File: src/rtl/alu_cmd_driver.sv
// Command front-end and self-checker for the 8-bit ALU: drives registered operands,
// waits a settle time, samples result/flags against a reference model and reports.
module alu_cmd_driver #(
    parameter int WIDTH         = 8,
    parameter int SETTLE_CYCLES = 1,
    parameter int CNT_W         = 16
) (
    input  logic             clk,
    input  logic             rst_n,
    input  logic             cmd_valid,
    output logic             cmd_ready,
    input  logic [WIDTH-1:0] cmd_a,
    input  logic [WIDTH-1:0] cmd_b,
    input  logic [1:0]       cmd_op,
    output logic [WIDTH-1:0] alu_a,
    output logic [WIDTH-1:0] alu_b,
    output logic [1:0]       alu_opcode,
    input  logic [WIDTH-1:0] alu_y,
    input  logic             alu_carryout,
    input  logic             alu_zero,
    output logic             rsp_valid,
    input  logic             rsp_ready,
    output logic [WIDTH-1:0] rsp_y,
    output logic             rsp_carry,
    output logic             rsp_zero,
    output logic             rsp_mismatch,
    output logic [CNT_W-1:0] pass_cnt,
    output logic [CNT_W-1:0] fail_cnt,
    input  logic             clr_cnt
);

    localparam int              SCW         = $clog2(SETTLE_CYCLES + 1);
    localparam logic [SCW-1:0]  SETTLE_LOAD = SCW'(SETTLE_CYCLES);
    localparam logic [SCW-1:0]  SETTLE_LAST = SCW'(1);
    localparam logic [SCW-1:0]  SETTLE_ONE  = SCW'(1);
    localparam logic [CNT_W-1:0] CNT_MAX    = {CNT_W{1'b1}};
    localparam logic [CNT_W-1:0] CNT_ONE    = CNT_W'(1);
    localparam logic [WIDTH-1:0] Y_ZERO     = {WIDTH{1'b0}};

    typedef enum logic [1:0] {
        IDLE   = 2'd0,
        SETTLE = 2'd1,
        RESP   = 2'd2
    } state_t;

    // Reference model: returns {carry, zero, y}; carry is the borrow for SUB.
    function automatic logic [WIDTH+1:0] ref_model(
        input logic [WIDTH-1:0] a,
        input logic [WIDTH-1:0] b,
        input logic [1:0]       op
    );
        logic [WIDTH:0] ext_s;
        logic           carry_s;
        case (op)
            2'b00: begin
                ext_s   = {1'b0, a} + {1'b0, b};
                carry_s = ext_s[WIDTH];
            end
            2'b01: begin
                ext_s   = {1'b0, a} - {1'b0, b};
                carry_s = (a < b);
            end
            2'b10: begin
                ext_s   = {1'b0, a & b};
                carry_s = 1'b0;
            end
            2'b11: begin
                ext_s   = {1'b0, a | b};
                carry_s = 1'b0;
            end
            default: begin
                ext_s   = {(WIDTH+1){1'b0}};
                carry_s = 1'b0;
            end
        endcase
        return {carry_s, (ext_s[WIDTH-1:0] == Y_ZERO), ext_s[WIDTH-1:0]};
    endfunction

    state_t           state_r;
    state_t           state_nxt_s;
    logic [SCW-1:0]   settle_cnt_r;
    logic             accept_s;
    logic             capture_s;
    logic             release_s;
    logic [WIDTH+1:0] model_s;
    logic             mismatch_s;

    assign cmd_ready  = (state_r == IDLE);
    assign model_s    = ref_model(alu_a, alu_b, alu_opcode);
    assign mismatch_s = (alu_y != model_s[WIDTH-1:0]) ||
                        (alu_zero != model_s[WIDTH]) ||
                        (alu_carryout != model_s[WIDTH+1]);

    // Next-state and handshake strobes
    always_comb begin
        state_nxt_s = state_r;
        accept_s    = 1'b0;
        capture_s   = 1'b0;
        release_s   = 1'b0;
        case (state_r)
            IDLE: begin
                if (cmd_valid) begin
                    accept_s    = 1'b1;
                    state_nxt_s = SETTLE;
                end else begin
                    state_nxt_s = IDLE;
                end
            end
            SETTLE: begin
                if (settle_cnt_r == SETTLE_LAST) begin
                    capture_s   = 1'b1;
                    state_nxt_s = RESP;
                end else begin
                    state_nxt_s = SETTLE;
                end
            end
            RESP: begin
                if (rsp_ready) begin
                    release_s   = 1'b1;
                    state_nxt_s = IDLE;
                end else begin
                    state_nxt_s = RESP;
                end
            end
            default: begin
                state_nxt_s = IDLE;
            end
        endcase
    end

    // State register
    always_ff @(posedge clk or negedge rst_n) begin
        if (!rst_n) begin
            state_r <= IDLE;
        end else begin
            state_r <= state_nxt_s;
        end
    end

    // Operand registers hold the last accepted command so the ALU stays stable
    always_ff @(posedge clk or negedge rst_n) begin
        if (!rst_n) begin
            alu_a      <= {WIDTH{1'b0}};
            alu_b      <= {WIDTH{1'b0}};
            alu_opcode <= 2'b00;
        end else if (accept_s) begin
            alu_a      <= cmd_a;
            alu_b      <= cmd_b;
            alu_opcode <= cmd_op;
        end else begin
            alu_a      <= alu_a;
            alu_b      <= alu_b;
            alu_opcode <= alu_opcode;
        end
    end

    // Settle countdown
    always_ff @(posedge clk or negedge rst_n) begin
        if (!rst_n) begin
            settle_cnt_r <= {SCW{1'b0}};
        end else if (accept_s) begin
            settle_cnt_r <= SETTLE_LOAD;
        end else if ((state_r == SETTLE) && (settle_cnt_r != {SCW{1'b0}})) begin
            settle_cnt_r <= settle_cnt_r - SETTLE_ONE;
        end else begin
            settle_cnt_r <= settle_cnt_r;
        end
    end

    // Response capture and release
    always_ff @(posedge clk or negedge rst_n) begin
        if (!rst_n) begin
            rsp_valid    <= 1'b0;
            rsp_y        <= {WIDTH{1'b0}};
            rsp_carry    <= 1'b0;
            rsp_zero     <= 1'b0;
            rsp_mismatch <= 1'b0;
        end else if (capture_s) begin
            rsp_valid    <= 1'b1;
            rsp_y        <= alu_y;
            rsp_carry    <= alu_carryout;
            rsp_zero     <= alu_zero;
            rsp_mismatch <= mismatch_s;
        end else if (release_s) begin
            rsp_valid    <= 1'b0;
        end else begin
            rsp_valid    <= rsp_valid;
        end
    end

    // Saturating pass/fail counters; a clear overrides a coincident capture
    always_ff @(posedge clk or negedge rst_n) begin
        if (!rst_n) begin
            pass_cnt <= {CNT_W{1'b0}};
            fail_cnt <= {CNT_W{1'b0}};
        end else if (clr_cnt) begin
            pass_cnt <= {CNT_W{1'b0}};
            fail_cnt <= {CNT_W{1'b0}};
        end else if (capture_s && !mismatch_s && (pass_cnt != CNT_MAX)) begin
            pass_cnt <= pass_cnt + CNT_ONE;
        end else if (capture_s && mismatch_s && (fail_cnt != CNT_MAX)) begin
            fail_cnt <= fail_cnt + CNT_ONE;
        end else begin
            pass_cnt <= pass_cnt;
            fail_cnt <= fail_cnt;
        end
    end

endmodule

File: config.mk
export PLATFORM = sky130hd
export DESIGN_NAME = alu_cmd_driver
export DESIGN_NICKNAME = d
export VERILOG_FILES = /design/src/rtl/alu_cmd_driver.sv
export SDC_FILE = /design/constraint.sdc
export NUM_CORES = 1
export LEC_CHECK = 0
export CAP_MARGIN = 20
export CELL_PAD_IN_SITES_DETAIL_PLACEMENT = 1
export CELL_PAD_IN_SITES_GLOBAL_PLACEMENT = 1
export CORE_ASPECT_RATIO = 0.75
export CORE_UTILIZATION = 41
export DETAILED_ROUTE_END_ITERATION = 7
export HOLD_SLACK_MARGIN = 0.02
export PLACE_DENSITY = 0.95
export SYNTH_ARGS = -nofsm -noshare
export SYNTH_HDL_FRONTEND = slang
export SYNTH_SLANG_ARGS = --single-unit
File: constraint.sdc
create_clock -name clk -period 6.7 [get_ports clk]
set_clock_uncertainty 0.1 [all_clocks]
set_input_delay 1.34 -clock clk [delete_from_list [all_inputs] [get_ports clk]]
set_output_delay 1.34 -clock clk [all_outputs]
set_load 0.02 [all_outputs]
==> results.md <==
* Skew-Pair Late Insertion Delay at 0.34 ns
* Htree depth at 3
* Design area at 5687 um2
* Dpl ws at 1.460 ns
* Ys flop type: dfrtp_1
* Core Area at 10290 um2
* RR Startpoint: alu_a[0]$_DFFE_PN0P_
* Largest net degree at the start of global routing at 66
* Slew Limit Fails at 0
* Final antenna-violating net count at 0
* N_diodes at 0
* TritonCTS buffer count at 9
* # clock sinks at 65
* Gr usage total at 26.00%
* Reg2reg setup slack at 1.40 ns
* Root buf cell: clkbuf_16
* Post-Syn Nets at 545
* Internal power at 1.443 mW
* Period utilisation layout at 79.08%
* Mean Syn Cell Area at 8.937 um2
* Die footprint at 10970 um2
* Initial antenna violation count at 0
* Top-count cell post-synth: dfrtp_1
* Relative slew slack at 31.80%
* Clock power share at 18.0%
* Vias in the first global route at 4401
* Final Hold Fails at 0
* Yosys top cell by area: dfrtp_1
* Crit path kind: reg2reg
* Synth top area share at 37.60%
* Synth warn at 0
* Seq pwr share at 23.5%
* HP Class: reg2reg
* Final worst setup slack at 1.401 ns
* Remaining Overflow, GRT at 0
* LEAKAGE at 2.373 nW
* Resized cells post-CTS at 0
* R2r worst-path depth at 13
* Nets at 634
* Max-cap violations at 0
* Slew @ Worst Pin at 1.023 ns
* Post-DP HPWL at 9812 um
* Initial Utilization at 42.04%
* Sw Pwr at 1.210 mW
* Fmax at 188.7 MHz
* # rows at 32
* Drt pass-1 iters at 4
* Data required, critical path at 6.87 ns
* Asr flop ratio synth at 100.0%
* Yosys cell types at 60
* Die width at 120.6 um
* Die H at 90.95 um
* DRT iter0 DRCs at 208
* Cells after Synth at 484
* Crit path capture type: flip-flop
* GPL Wtd Cong at 0.8977
* Net Sw Frac at 45.61%
* Via density at 5.679
* Combinational power share at 58.5%
* Wire length per cell at 19.02 um
* First-pass GRT wire length at 22370 um
* Critical Path End: fail_cnt[5]$_DFFE_PN0P_
* CTS tree: done
* Run status: finished, final reports clean
* RSZ-0062 raised after global routing: false
* Arrival @ worst endpoint at 5.46 ns
* Vias at 4055
* Final WL at 13580 um
* Hold buffer count at cts at 0
* Area of placed instances at 5389 um2
* CP startpoint: alu_a[0]$_DFFE_PN0P_
* Startpoint Class: flip-flop
* Post-route DRC at 0
* Top post-synthesis cells by count: dfrtp_1, nor2_1, nand2_1
* Yosys reg bits at 65
* Final worst path period need at 5.299 ns
* Power Density at 466.6 nW/um2
* Largest fanout on the critical path at 21
* Register area share after synthesis at 37.60%
* Clock transition at path regs at 0.06 ns
* EDFF count, synth at 0
* Port bufs at 95
* Worst vdd ir at 0.1903 mV
* Area delta synth->final at 31.47%
* Proportion of layout cells with a drive suffix above 1 at 8.304%
* Postcts setup bufs at 0
* Largest cells by area after synthesis: dfrtp_1, ha_1, nor2_1, xnor2_1, nand2_1
* Clock buffer depth at 2
* Final setup vio count at 0
* Synthesized area at 4325 um2
* FF-to-FF End: fail_cnt[5]$_DFFE_PN0P_
* I/O pins at 96
* Final TNS setup at 0 ns
[through the flow]
step | hold WS [ns] | power (mW) | utilization (%) | instances
2_1_floorplan | 0.3856 | 1.618 | - | 484
3_3_place_gp | 0.3684 | 2.047 | 52.23 | 697
3_5_place_dp | 0.3725 | 2.141 | 52.37 | 698
4_1_cts | 0.3855 | 2.652 | 55.27 | 714
5_1_grt | 0.4088 | 2.829 | 55.27 | 714
6_report | 0.3868 | 2.654 | 55.27 | 714
[cell type report]
type | count | area [um2]
fillers | 1191 | 4603
multi-input cells | 359 | 2459
flip-flops and latches | 65 | 1627
repair buffers | 100 | 991.0
clock buffers | 11 | 242.7
well taps | 136 | 170.2
inverters | 38 | 142.6
clock inverters | 5 | 55.05
[power by group through the flow]
stage / registers, mW / clock network [mW] / logic [mW]
after floorplan: 0.682 / 0 / 0.937
after global placement: 0.612 / 0 / 1.44
after detailed placement: 0.627 / 0 / 1.51
after CTS: 0.623 / 0.486 / 1.54
after global routing: 0.641 / 0.500 / 1.69
final: 0.624 / 0.478 / 1.55
[how the worst min path moves through the flow]
stage | from | to | depth (start not counted)
after floorplan | state_r[1]$_DFF_PN0_ | state_r[0]$_DFF_PN0_ | 1
after global placement | rsp_y[4]$_DFFE_PN0P_ | rsp_y[4]$_DFFE_PN0P_ | 2
after detailed placement | rsp_y[4]$_DFFE_PN0P_ | rsp_y[4]$_DFFE_PN0P_ | 2
after CTS | rsp_y[4]$_DFFE_PN0P_ | rsp_y[4]$_DFFE_PN0P_ | 2
after global routing | rsp_y[6]$_DFFE_PN0P_ | rsp_y[6]$_DFFE_PN0P_ | 2
final | rsp_y[4]$_DFFE_PN0P_ | rsp_y[4]$_DFFE_PN0P_ | 2
[cells by family after synthesis]
| family | share of synthesized area, % |
|---|---|
| buf+inv | 5.670 |
| fa+ha+maj | 8.447 |
| flops | 37.60 |
| simple gates | 20.48 |
| mux | 6.046 |
| compound gates | 16.89 |
| xor+xnor | 4.860 |
[registers in the layout (all words and copies together), names as in the netlist]
name          count
fail_cnt         16
pass_cnt         16
alu_a             8
alu_b             8
rsp_y             8
alu_opcode        2
state_r           2
rsp_carry         1
rsp_mismatch      1
rsp_valid         1
rsp_zero          1
settle_cnt_r      1
[critical path: stages (launching register included)]
cell	delay, ns
dfrtp_1	0.40
inv_1	0.11
ha_1	0.21
inv_1	0.08
fa_1	0.41
xnor2_1	0.15
mux4_2	0.51
or4_1	0.54
or3_1	0.35
o31a_1	0.26
o2111ai_2	0.81
nand2_1	0.54
or4_1	0.63
a21oi_1	0.15
[layer usage]
layer  up-vias  track usage [%]  part of all wire [%]  wire (um)
met5         -                0                     0          0
met4         0            10.29                   2.7        361
met3        33            5.402                   4.7        640
met2       118            43.44                    49       6607
met1      2014            32.81                    44       5972
li1       1890                -                     -          -
[cell usage in the layout, fill, tap and decap left out, types with 5 or more instances in the layout]
cell             count
xnor2_1             19
nor2b_1              9
xor2_1               5
and3_1              10
nand2_1             41
mux2_2              13
mux2i_1              7
dfrtp_1             65
o31ai_1              5
nor3_1              12
a211oi_1             7
ha_1                26
inv_1               38
or3_1                5
clkdlybuf4s50_1     94
a2111oi_0            5
nor2_1              45
a21oi_1             26
nand3_1             17
o21ai_0             30
nand2b_1             6
clkbuf_16            9
(Power assumes the default switching activity.)
